[config.mk]
export PLATFORM = sky130hd
export DESIGN_NAME = fifo_wr_arbiter_flat
export DESIGN_NICKNAME = d
export VERILOG_FILES = /design/src/rtl/fifo_wr_arbiter_if.sv /design/src/rtl/fifo_wr_arbiter.sv /design/src/flat_wrapper.sv
export SDC_FILE = /design/constraint.sdc
export NUM_CORES = 1
export LEC_CHECK = 0
export BUFFER_PORTS_ARGS = -buffer_cell sky130_fd_sc_hd__buf_4
export CAP_MARGIN = 25
export CORE_AREA = 2 2 57 59
export CTS_CLUSTER_SIZE = 8
export DETAILED_ROUTE_END_ITERATION = 7
export DIE_AREA = 0 0 59 61
export PLACE_DENSITY = 0.58
export SYNTH_ARGS = -nofsm -noshare
export SYNTH_HDL_FRONTEND = slang
export SYNTH_SLANG_ARGS = --single-unit
[constraint.sdc]
create_clock -name clk -period 2.8 [get_ports clk]
set_input_delay 0.56 -clock clk [delete_from_list [all_inputs] [get_ports clk]]
set_output_delay 0.56 -clock clk [all_outputs]
set_load 0.005 [all_outputs]
[src/rtl/fifo_wr_arbiter_if.sv]
// Producer-side request bus plus FIFO write-port signals shared by the round-robin write arbiter.
// master is the arbiter's view; slave is the producers/FIFO view.
interface fifo_wr_arbiter_if #(
  parameter int NUM_REQ   = 4,
  parameter int BUS_WIDTH = 8
);
  localparam int IDX_W = (NUM_REQ > 1) ? $clog2(NUM_REQ) : 1;

  logic [NUM_REQ-1:0]           req;
  logic [NUM_REQ*BUS_WIDTH-1:0] req_data;
  logic [NUM_REQ-1:0]           gnt;
  logic                         fifo_full;
  logic                         fifo_wr_en;
  logic [BUS_WIDTH-1:0]         fifo_bus_in;
  logic [IDX_W-1:0]             owner;
  logic                         busy;

  modport master (
    input  req, req_data, fifo_full,
    output gnt, fifo_wr_en, fifo_bus_in, owner, busy
  );

  modport slave (
    output req, req_data, fifo_full,
    input  gnt, fifo_wr_en, fifo_bus_in, owner, busy
  );
endinterface

[src/rtl/fifo_wr_arbiter.sv]
// Round-robin write arbiter: one idle cycle from IDLE to first grant, zero-bubble handover, bursts of up to MAX_BURST words.
// fifo_full stalls the owner's burst (no write, count held, ownership kept); data is a combinational pass-through.
module fifo_wr_arbiter #(
  parameter int NUM_REQ   = 4,
  parameter int BUS_WIDTH = 8,
  parameter int MAX_BURST = 4
) (
  input logic               clk,
  input logic               rst_n,
  fifo_wr_arbiter_if.master bus
);
  localparam int IDX_W = (NUM_REQ > 1) ? $clog2(NUM_REQ) : 1;
  localparam int CNT_W = $clog2(MAX_BURST) + 1;

  localparam logic [0:0] IDLE  = 1'b0;
  localparam logic [0:0] BURST = 1'b1;

  logic [0:0]           state;
  logic [IDX_W-1:0]     owner;
  logic [IDX_W-1:0]     last_owner;
  logic [CNT_W-1:0]     burst_cnt;
  logic [IDX_W-1:0]     base;
  logic [IDX_W-1:0]     pick_idx;
  logic                 pick_vld;
  logic                 in_burst;
  logic                 xfer;
  logic                 end_burst;
  logic [BUS_WIDTH-1:0] words [NUM_REQ];

  assign in_burst = (state == BURST);

  // Inside a burst the next pick is taken relative to the current owner, so a handover needs no extra cycle.
  assign base = in_burst ? owner : last_owner;

  always_comb begin : pick_blk
    int               sum;
    logic [IDX_W-1:0] idx;
    pick_vld = 1'b0;
    pick_idx = '0;
    sum      = 0;
    idx      = '0;
    // Scan farthest-first so the nearest requester after base is the last (winning) assignment.
    for (int k = NUM_REQ; k >= 1; k--) begin
      sum = int'(base) + k;
      if (sum >= NUM_REQ) sum = sum - NUM_REQ;
      idx = IDX_W'(sum);
      if (bus.req[idx]) begin
        pick_vld = 1'b1;
        pick_idx = idx;
      end
    end
  end

  assign xfer      = in_burst & bus.req[owner] & ~bus.fifo_full;
  assign end_burst = in_burst & (~bus.req[owner] |
                                 (xfer & (burst_cnt == CNT_W'(MAX_BURST - 1))));

  always_ff @(posedge clk or negedge rst_n) begin
    if (!rst_n) begin
      state      <= IDLE;
      owner      <= '0;
      last_owner <= IDX_W'(NUM_REQ - 1);
      burst_cnt  <= '0;
    end else if (!in_burst) begin
      if (pick_vld) begin
        state     <= BURST;
        owner     <= pick_idx;
        burst_cnt <= '0;
      end
    end else if (end_burst) begin
      last_owner <= owner;
      burst_cnt  <= '0;
      if (pick_vld) owner <= pick_idx;
      else          state <= IDLE;
    end else if (xfer) begin
      burst_cnt <= burst_cnt + CNT_W'(1);
    end
  end

  always_comb begin
    for (int i = 0; i < NUM_REQ; i++) words[i] = bus.req_data[i*BUS_WIDTH +: BUS_WIDTH];
  end

  always_comb begin
    bus.gnt = '0;
    if (xfer) bus.gnt[owner] = 1'b1;
  end

  assign bus.fifo_wr_en  = xfer;
  assign bus.fifo_bus_in = in_burst ? words[owner] : '0;
  assign bus.owner       = owner;
  assign bus.busy        = in_burst;
endmodule

[src/flat_wrapper.sv]
// flat-port wrapper written by rule: the top's interface ports become plain ports
module fifo_wr_arbiter_flat 
#(
  parameter int NUM_REQ   = 4,
  parameter int BUS_WIDTH = 8,
  parameter int MAX_BURST = 4
)
  (clk, rst_n, bus_req, bus_req_data, bus_fifo_full, bus_gnt, bus_fifo_wr_en, bus_fifo_bus_in, bus_owner, bus_busy);
  fifo_wr_arbiter_if #(.NUM_REQ(NUM_REQ), .BUS_WIDTH(BUS_WIDTH)) bus_i ();
  input logic clk;
  input logic rst_n;
  input wire logic [$bits(bus_i.req)-1:0] bus_req;
  input wire logic [$bits(bus_i.req_data)-1:0] bus_req_data;
  input wire logic [$bits(bus_i.fifo_full)-1:0] bus_fifo_full;
  output wire logic [$bits(bus_i.gnt)-1:0] bus_gnt;
  output wire logic [$bits(bus_i.fifo_wr_en)-1:0] bus_fifo_wr_en;
  output wire logic [$bits(bus_i.fifo_bus_in)-1:0] bus_fifo_bus_in;
  output wire logic [$bits(bus_i.owner)-1:0] bus_owner;
  output wire logic [$bits(bus_i.busy)-1:0] bus_busy;
  assign bus_i.req = bus_req;
  assign bus_i.req_data = bus_req_data;
  assign bus_i.fifo_full = bus_fifo_full;
  assign bus_gnt = bus_i.gnt;
  assign bus_fifo_wr_en = bus_i.fifo_wr_en;
  assign bus_fifo_bus_in = bus_i.fifo_bus_in;
  assign bus_owner = bus_i.owner;
  assign bus_busy = bus_i.busy;
  fifo_wr_arbiter #(.NUM_REQ(NUM_REQ), .BUS_WIDTH(BUS_WIDTH), .MAX_BURST(MAX_BURST)) u_core (.clk(clk), .rst_n(rst_n), .bus(bus_i));
endmodule
==> impl_metrics.py <==
metrics = {
    "power": {
        "p_leak_nw": 0.636,
        "p_clk_share_pct": 9.4,
        "switching_share_pct": 34.4,
        "switchingPower_w": 0.000341,
        "powerDensity_nw_per_um2": 766,
        "p_int_w": 0.000652,
        "power_w": 0.000993,
        "pwr-share-seq_pct": 28.7,
        "combPwrFrac_pct": 61.9,
        "peakVddDrop_uv": 362,
    },
    "final_layout": {
        "fillers": 276,
        "final_cells": 166,
        "multi_input_area_um2": 598,
        "syn_to_final_growth_pct": 52.8,
        "seqCellArea_um2": 203,
        "layout_commonest_cell": "buf_4",
        "final_cell_mix": "buf_4, and2_1, nor2_1",
        "n_antenna_cell": 0,
        "design_area_um2": 1300,
        "nets": 175,
        "layout-drive-gt1-share_pct": 57.1,
    },
    "logic_synthesis": {
        "synth_seq_cells": 8,
        "synth_top_area_share_pct": 17.7,
        "synth_cells": 80,
        "synth_ff_type": "dfrtp_1",
        "yosys.area.top_type": "dfrtp_1",
        "synthDistinctLibCells": 33,
        "yosys-top-cells-area": "dfrtp_1, mux4_2, mux4_1",
        "synth_seq_area_share_pct": 23.9,
        "synth.avg_cell_area_um2": 10.6,
        "yosysWarningCount": 0,
        "netlist_area_um2": 848,
        "synth_edf_count": 0,
        "syn-num-nets": 121,
        "synthArstFlopShare_pct": 100,
    },
    "placement": {
        "dpl.hpwl_um": 1790,
        "dp.cells": 162,
        "placed_cell_area_um2": 1270,
        "port_buffers": 54,
        "routabilityCongestion": 0.754,
    },
    "floorplan": {
        "die_h_um": 61,
        "fp.dieW_um": 59,
        "floorplan.initialDensity_pct": 28.7,
        "io_pins": 55,
        "core_area_um2": 2950,
        "die-area_um2": 3600,
        "std_cell_rows": 20,
    },
    "outcome": {
        "status": "finished, final reports clean",
    },
    "cts": {
        "cts_hold_buf": 0,
        "h-tree-depth": 1,
        "clock_sinks": 8,
        "clock-root-buffer": "clkbuf_4",
        "postCtsSetupBuffers": 0,
        "clock_latency_ps": 260,
        "post_cts_resized": 0,
        "cts_buffers": 3,
        "cts_tree": "built",
        "cts.path.max_buffers": 2,
        "clkTransAtPathRegs_ps": 60,
    },
    "sta": {
        "finalSetupViolCount": 0,
        "hold_viol_final": 0,
        "slew_headroom_pct": 51.5,
        "fin_worst_skew_ps": 8.86,
        "rsz0062_at_grt": "false",
        "fin_setup_tns_ps": 0,
        "tightestPinTransition_ps": 728,
        "whs_ps": 107,
        "fmax_mhz": 389,
        "fin_crit_ps": 2570,
        "min_period_over_period_pct": 91.9,
        "finalMaxSlewViolations": 0,
    },
    "grt": {
        "grt_pass1_vias": 853,
        "grt_usage_pct": 12.6,
        "antenna_found_initial": 0,
        "grt_pass1_wl_um": 3550,
        "grt_overflow": 0,
        "grt_max_degree": 20,
    },
    "route": {
        "vias": 843,
        "first_pass_iters": 4,
        "post_drt_via_cell_ratio": 5.08,
        "antenna_left": 0,
        "wl_per_cell_um": 13.5,
        "drt_wl_total_um": 2240,
        "drc": 0,
        "drt_iter0_drc": 17,
    },
    "run": {
        "cap_violations": 0,
    },
    "setup_path": {
        "crit_required_ps": 2240,
        "crit_family": "flip-flops",
        "cp.arrival_ps": 2010,
        "path_max_fanout": 17,
        "criticalPathCategory": "reg -> out",
        "crit_chain": "mux4_2 -> and2_1 -> buf_4",
        "path_buf_inv": 1,
        "start_kind": "register",
        "crit_path_top_delay_cell": "dfrtp_1",
        "slowest_delay_ps": 810,
        "end_kind": "output pin",
    },
    "hold_path": {
        "hp-class": "in -> async",
    },
}
stage by stage:
stage               worst slack (ps)  utilization (%)
floorplan                        864                -
global placement                 509             43.0
detailed placement               485             43.0
CTS                              200             43.9
global route                     123             43.9
finish                           228             43.9
synth_stat cells (2+ instances only):
library cell / count
nand2_1: 6
clkbuf_1: 3
inv_1: 4
buf_2: 2
mux2_2: 4
nor2_1: 7
and2_1: 9
mux2_4: 3
dfstp_2: 2
mux4_2: 6
ha_1: 2
nor2b_1: 3
dfrtp_1: 6
nor3b_1: 2
mux4_1: 3
state kept, by name, summed over array words and instances, names as in the netlist:
name	cells
u_core.burst_cnt	3
u_core.bus.owner	2
u_core.last_owner	2
u_core.bus.busy	1
worst paths after layout:
| path | startpoint | endpoint | slack, ps | cells past startpoint |
|---|---|---|---|---|
| setup / recovery | u_core.bus.owner[0]$_DFFE_PN0P_ | bus_fifo_wr_en | 230 | 3 |
| max in group asynchronous | rst_n | u_core.last_owner[0]$_DFFE_PN1P_ | 2470 | 1 |
| min in group clk | u_core.burst_cnt[1]$_DFFE_PN0P_ | u_core.burst_cnt[1]$_DFFE_PN0P_ | 520 | 1 |
| hold reg to reg | u_core.burst_cnt[1]$_DFFE_PN0P_ | u_core.burst_cnt[1]$_DFFE_PN0P_ | 520 | 1 |
| hold / removal | rst_n | u_core.burst_cnt[1]$_DFFE_PN0P_ | 110 | 1 |
| setup reg to reg | u_core.bus.owner[0]$_DFFE_PN0P_ | u_core.burst_cnt[0]$_DFFE_PN0P_ | 670 | 4 |
worst register-to-register path: stages, from the launching register on:
cell and delay [ps]:
dfrtp_1 810, mux4_2 660, nand3_1 130, o21ai_2 100, mux2_4 310
cells by family (layout without fill, tap and decap cells):
logic type / after synthesis / after routing / share of synthesized area (%)
and+or+nand+nor: 35 / 35 / 23.2
muxes: 18 / 18 / 38.3
buffers and inverters: 10 / 63 / 5.60
DFF: 8 / 8 / 23.9
AOI/OAI and AO/OA: 7 / 7 / 6.05
adders and majority gates: 2 / 2 / 2.95
layout make-up:
class / count / share of cell area (%)
well taps: 33 / 3.19
repair buffers: 55 / 31.9
multi-input cells: 62 / 46.1
flip-flops and latches: 8 / 15.6
clock buffers: 4 / 2.03
inverters: 4 / 1.16
power groups by stage:
stage,Combinational (W),Sequential (W),Clock [W]
2_1_floorplan,0.000489,0.000203,0
6_report,0.000615,0.000285,0.0000936
3_5_place_dp,0.000622,0.000290,0
3_3_place_gp,0.000618,0.000288,0
5_1_grt,0.000676,0.000299,0.000107
4_1_cts,0.000623,0.000288,0.000100
layer usage:
metal	GRT usage [%]	part of all wire [%]	up-vias
li1	-	-	400
met1	14.2	42	392
met2	22.4	44	47
met3	4.05	13	4
met4	4.87	0.94	0
met5	0	0	-
Note: power is estimated with default switching activity, not from simulation.
